==> src/rtl/sync_ram_arbiter_pkg.sv <==
// Shared constants and types for the sync_ram round-robin arbiter.
// RAM geometry defaults and read latency are also used by sync_ram and its bench.
package sync_ram_arbiter_pkg;

    localparam int unsigned DefAddrW = 4;
    localparam int unsigned DefDataW = 8;
    localparam int unsigned RamRdLat = 1;
    localparam int unsigned MinReq   = 2;
    localparam int unsigned MaxReq   = 8;

    typedef enum logic {
        OpRead  = 1'b0,
        OpWrite = 1'b1
    } op_e;

endpackage

==> src/rtl/sync_ram_arbiter_rr.sv <==
// Round-robin grant logic: lowest requesting index at or above the pointer wins, wrapping.
// The pointer moves to one past the winner on every accepted command.
module sync_ram_arbiter_rr #(
    parameter int unsigned NUM_REQ = 2
) (
    input  logic                       clk,
    input  logic                       rst_n,
    input  logic [NUM_REQ-1:0]         i_req,
    output logic [NUM_REQ-1:0]         o_gnt,
    output logic [$clog2(NUM_REQ)-1:0] o_gnt_idx,
    output logic                       o_gnt_vld
);

    localparam int unsigned IDX_W = $clog2(NUM_REQ);
    localparam logic [IDX_W:0] NumReqW = (IDX_W + 1)'(NUM_REQ);
    localparam logic [IDX_W-1:0] LastIdx = IDX_W'(NUM_REQ - 1);

    logic [IDX_W-1:0] r_ptr;
    logic [IDX_W-1:0] w_idx;
    logic             w_found;

    // Extra bit on the candidate lets ptr+i exceed NUM_REQ-1 before the explicit wrap.
    always_comb begin
        logic [IDX_W:0] v_cand;
        w_found = 1'b0;
        w_idx   = '0;
        v_cand  = '0;
        for (int unsigned i = 0; i < NUM_REQ; i++) begin
            v_cand = {1'b0, r_ptr} + (IDX_W + 1)'(i);
            if (v_cand >= NumReqW) begin
                v_cand = v_cand - NumReqW;
            end
            if (!w_found && i_req[v_cand[IDX_W-1:0]]) begin
                w_found = 1'b1;
                w_idx   = v_cand[IDX_W-1:0];
            end
        end
    end

    // Grant is forced low while reset is asserted even though requests may be active.
    always_comb begin
        o_gnt = '0;
        if (w_found && rst_n) begin
            o_gnt[w_idx] = 1'b1;
        end
    end

    assign o_gnt_idx = w_idx;
    assign o_gnt_vld = w_found & rst_n;

    always_ff @(posedge clk or negedge rst_n) begin
        if (!rst_n) begin
            r_ptr <= '0;
        end else if (w_found) begin
            r_ptr <= (w_idx == LastIdx) ? '0 : w_idx + 1'b1;
        end
    end

endmodule

==> src/rtl/sync_ram_arbiter.sv <==
// Shares one single-port sync_ram among NUM_REQ requesters: registers the winning command onto
// the RAM port and returns read data to its owner with a one-cycle rvalid strobe.
module sync_ram_arbiter
    import sync_ram_arbiter_pkg::*;
#(
    parameter int unsigned NUM_REQ = 2,
    parameter int unsigned ADDR_W  = DefAddrW,
    parameter int unsigned DATA_W  = DefDataW
) (
    input  logic                      clk,
    input  logic                      rst_n,
    input  logic [NUM_REQ-1:0]        req,
    input  logic [NUM_REQ-1:0]        req_we,
    input  logic [NUM_REQ*ADDR_W-1:0] req_addr,
    input  logic [NUM_REQ*DATA_W-1:0] req_wdata,
    output logic [NUM_REQ-1:0]        gnt,
    output logic [NUM_REQ-1:0]        rvalid,
    output logic [DATA_W-1:0]         rdata,
    output logic                      ram_en,
    output logic                      ram_we,
    output logic [ADDR_W-1:0]         ram_addr,
    output logic [DATA_W-1:0]         ram_din,
    input  logic [DATA_W-1:0]         ram_dout
);

    localparam int unsigned IDX_W = $clog2(NUM_REQ);

    logic [IDX_W-1:0]   w_gnt_idx;
    logic               w_accept;
    logic               w_sel_we;
    logic [ADDR_W-1:0]  w_sel_addr;
    logic [DATA_W-1:0]  w_sel_wdata;
    op_e                w_op;
    logic [NUM_REQ-1:0] w_issue_oh;

    logic               r_ram_en;
    logic               r_ram_we;
    logic [ADDR_W-1:0]  r_ram_addr;
    logic [DATA_W-1:0]  r_ram_din;
    logic [IDX_W-1:0]   r_issue_owner;
    logic               r_issue_rd;
    logic [NUM_REQ-1:0] r_rvalid;

    sync_ram_arbiter_rr #(
        .NUM_REQ (NUM_REQ)
    ) u_rr (
        .clk       (clk),
        .rst_n     (rst_n),
        .i_req     (req),
        .o_gnt     (gnt),
        .o_gnt_idx (w_gnt_idx),
        .o_gnt_vld (w_accept)
    );

    always_comb begin
        w_sel_we    = 1'b0;
        w_sel_addr  = '0;
        w_sel_wdata = '0;
        for (int unsigned i = 0; i < NUM_REQ; i++) begin
            if (w_gnt_idx == IDX_W'(i)) begin
                w_sel_we    = req_we[i];
                w_sel_addr  = req_addr[i*ADDR_W +: ADDR_W];
                w_sel_wdata = req_wdata[i*DATA_W +: DATA_W];
            end
        end
    end

    assign w_op = w_sel_we ? OpWrite : OpRead;

    // Issue stage: address and write data hold when idle; only en/we drop.
    always_ff @(posedge clk or negedge rst_n) begin
        if (!rst_n) begin
            r_ram_en      <= 1'b0;
            r_ram_we      <= 1'b0;
            r_ram_addr    <= '0;
            r_ram_din     <= '0;
            r_issue_owner <= '0;
            r_issue_rd    <= 1'b0;
        end else if (w_accept) begin
            r_ram_en      <= 1'b1;
            r_ram_we      <= (w_op == OpWrite);
            r_ram_addr    <= w_sel_addr;
            r_ram_din     <= w_sel_wdata;
            r_issue_owner <= w_gnt_idx;
            r_issue_rd    <= (w_op == OpRead);
        end else begin
            r_ram_en      <= 1'b0;
            r_ram_we      <= 1'b0;
            r_issue_rd    <= 1'b0;
        end
    end

    always_comb begin
        w_issue_oh = '0;
        w_issue_oh[r_issue_owner] = r_issue_rd;
    end

    // Response stage lines up with the RAM sampling the issued read, so dout is valid with rvalid.
    always_ff @(posedge clk or negedge rst_n) begin
        if (!rst_n) begin
            r_rvalid <= '0;
        end else begin
            r_rvalid <= w_issue_oh;
        end
    end

    assign ram_en   = r_ram_en;
    assign ram_we   = r_ram_we;
    assign ram_addr = r_ram_addr;
    assign ram_din  = r_ram_din;
    assign rvalid   = r_rvalid;
    assign rdata    = ram_dout;

endmodule

==> config.mk <==
export PLATFORM = sky130hd
export DESIGN_NAME = sync_ram_arbiter
export DESIGN_NICKNAME = d
export VERILOG_FILES = /design/src/rtl/sync_ram_arbiter_pkg.sv /design/src/rtl/sync_ram_arbiter_rr.sv /design/src/rtl/sync_ram_arbiter.sv
export SDC_FILE = /design/constraint.sdc
export NUM_CORES = 1
export LEC_CHECK = 0
export ABC_CLOCK_PERIOD_IN_PS = 1800
export CAP_MARGIN = 20
export CELL_PAD_IN_SITES_DETAIL_PLACEMENT = 1
export CELL_PAD_IN_SITES_GLOBAL_PLACEMENT = 1
export CORE_UTILIZATION = 24
export DETAILED_ROUTE_END_ITERATION = 16
export HOLD_SLACK_MARGIN = 0.1
export PLACE_DENSITY = 0.74
export SETUP_SLACK_MARGIN = 0.3
export SLEW_MARGIN = 20
export SYNTH_ARGS = -nofsm -noshare
export SYNTH_HDL_FRONTEND = slang
export SYNTH_SLANG_ARGS = --single-unit
export TNS_END_PERCENT = 5
==> constraint.sdc <==
create_clock -name clk -period 1.8 [get_ports clk]
set_clock_uncertainty 0.05 [all_clocks]
set_input_delay 0.27 -clock clk [delete_from_list [all_inputs] [get_ports clk]]
set_output_delay 0.27 -clock clk [all_outputs]
set_load 0.05 [all_outputs]
==> impl_metrics.toml <==
[floorplan]
dieHeight_um = 62.7
die_w_um = 62.7
rows = 21
start_util = 0.257
die_area_um2 = 3930
core_area_um2 = 3440
io_pins = 64

[setup_path]
crit_slowest_cell = "clkdlybuf4s50_1"
critPathRequiredTime_ns = 1.48
cp-start-kind = "register"
path_buf_inv = 1
crit_arrival_ns = 1.39
path_max_fanout = 2
path_cells = "clkdlybuf4s50_1"
critPathTopFamily = "buffers and inverters"
crit_path_end_kind = "output port"
setup.worst_path.class = "register to output port"
slowest_delay_ns = 0.80

[status]
status = "finished, final reports clean"

[synth]
ys_top_cells_by_count = "19 x dfrtp_1, 13 x and2_1, 12 x a221o_1"
syn_inst = 71
synth_top_flop_cell = "dfrtp_1"
syn_area_per_cell_um2 = 12.4
synth_edf_count = 0
yosysMostFrequentCell = "dfrtp_1"
yosys_warnings = 0
synthesis.area_um2 = 883
netlist.area_leader.share = 0.538
synthArstFlopShare = 1.00
synthTopCellsByArea = "dfrtp_1 54%, a221o_1 14%, and2_1 9.2%, buf_4 6.8%, buf_6 3.8%"
seq_area_frac_synth = 0.538
ys_seq_elements = 19
synth_fp_nets = 109
yosys.area.top_type = "dfrtp_1"
synth_cell_type_count = 19

[layout]
diodes = 0
drive_gt1_frac = 0.202
layout.nets = 158
areaGrowthSynthToFinish_pct = 61.8

[global_route]
grt-ovfl-total = 0
antenna_found_initial = 0
first_global_vias = 790
grt_pass1_wl_um = 3970
grt_max_degree = 17
grt_use_total = 0.133

[sta]
rsz0062_at_grt = "yes"
fin_ws_ns = 0.0852
relSlewSlack = 0.657
min_period_over_period = 0.953
period_needed_ns = 1.71
hold_viol_final = 0
tns_ns = 0
finalSetupViolCount = 0
worst_pin_slew_ns = 0.513
finalMaxSlewViolations = 0
fmax_mhz = 583

[clocking]
cts_buffers = 3
cts_root_buf = "clkbuf_8"
clk_pin_slew_worst_paths_ns = 0.07
clock-sinks = 19
cts_htree_levels = 1
cts.hold.buffers_added = 0
clk_latency_ns = 0.25
cts_buffer_depth = 2
cts_tree = "yes"

[placement]
place_hpwl_um = 1860
gp_congestion = 0.731
place_ws_ns = 0.0232
port_buffers = 47

[pwr]
power_uw = 1280
powerDensity_nw_per_um2 = 895
peakVddDrop_v = 0.000354
leakage_uw = 0.000648

[detailed_routing]
post_drt_via_cell_ratio = 4.42
drt_pass1_iterations = 3
drc_errors = 0
antenna_left = 0
drt_wl_total_um = 2410
vias = 729
drt_iter0_markers = 20
avgRoutedWirePerCell_um = 14.6

[job]
drv_cap = 0

[worst_hold_path]
hold_path_class = "input port to async pin"
metrics by stage:
| step | cells | cell area (um2) | utilization | hold slack (ns) |
|---|---|---|---|---|
| 6_report | 165 | 1430 | 0.415 | 0.140 |
| 2_1_floorplan | 71 | 883 | - | -0.0756 |
| 4_1_cts | 162 | 1400 | 0.408 | 0.131 |
| 3_5_place_dp | 157 | 1350 | 0.393 | 0.400 |
| 5_1_grt | 165 | 1430 | 0.415 | 0.168 |
| 3_3_place_gp | 157 | 1350 | 0.393 | 0.392 |
kinds of logic after synthesis:
| family | share of synthesized area |
|---|---|
| buf+inv | 0.119 |
| simple gates | 0.160 |
| flops | 0.538 |
| compound gates | 0.183 |
where the power goes:
part / total [uW] / internal (uW) / switching (uW)
combinational: 481 / 207 / 274
sequential: 511 / 481 / 29.9
clock: 286 / 157 / 129
total: 1280 / 845 / 433
what timing repair did:
action | in CTS | in global routing
pin swaps | 1 | 0
setup buffers | 1 | 3
hold endpoints to repair | 0 | 0
gates resized for setup | 2 | 1
endpoints found under the setup margin | 20 | 22
routing by layer:
metal / GRT usage / part of all wire / up-vias / wire [um]
met3: 0.0529 / 0.083 / 4 / 199
met2: 0.198 / 0.45 / 40 / 1080
met4: 0.0581 / 0.015 / 0 / 35
met5: 0 / 0 / - / 0
met1: 0.167 / 0.46 / 342 / 1100
li1: - / - / 343 / -
area by class of cell:
class                           instances  area, um2
Multi-Input combinational cell         38        303
Inverter                                2       7.51
Clock buffer                            4       45.0
Fill cell                             380       2010
Timing Repair Buffer                   56        541
Sequential cell                        19        475
Tap cell                               46       57.6
registers in the layout, indices dropped and copies added (netlist names):
| signal | flops |
|---|---|
| r_issue_owner | 1 |
| r_issue_rd | 1 |
| ram_addr | 4 |
| ram_din | 8 |
| ram_en | 1 |
| ram_we | 1 |
| rvalid | 2 |
| u_rr.r_ptr | 1 |
cells in the final DEF, fill, tap and decap left out:
| cell type | synthesis | layout |
|---|---|---|
| clkdlybuf4s50_1 | 0 | 35 |
| dfrtp_1 | 19 | 19 |
| buf_4 | 8 | 16 |
| and2_1 | 13 | 13 |
| a221o_1 | 12 | 12 |
| clkbuf_8 | 0 | 3 |
| nor2b_1 | 2 | 2 |
| inv_1 | 2 | 2 |
| dlygate4sd2_1 | 0 | 2 |
| buf_12 | 0 | 2 |
| o21ai_1 | 1 | 1 |
| a21boi_1 | 1 | 1 |
| and2_4 | 1 | 1 |
| nand2b_4 | 1 | 1 |
| and3_4 | 1 | 1 |
| nand2b_1 | 1 | 1 |
| nand3b_1 | 1 | 1 |
| a21boi_0 | 1 | 1 |
| a32oi_1 | 1 | 1 |
| a21o_1 | 1 | 1 |
| o21ai_0 | 1 | 1 |
| clkbuf_1 | 1 | 1 |
| dlymetal6s2s_1 | 0 | 1 |
path summary, 6_finish.rpt:
check / start / end / slack [ns] / cells after the start
worst max register to register: u_rr.r_ptr / ram_din[3] / 0.41 / 4
worst max-delay path: ram_din[6] / ram_din[6] / 0.09 / 1
worst min register to register: r_issue_owner / rvalid[0] / 0.41 / 1
max in group asynchronous: rst_n / ram_din[6] / 1.31 / 2
worst min-delay path: rst_n / ram_addr[1] / 0.14 / 2
min in group clk: r_issue_owner / rvalid[0] / 0.41 / 1
Power figures use the tool's default switching activity.
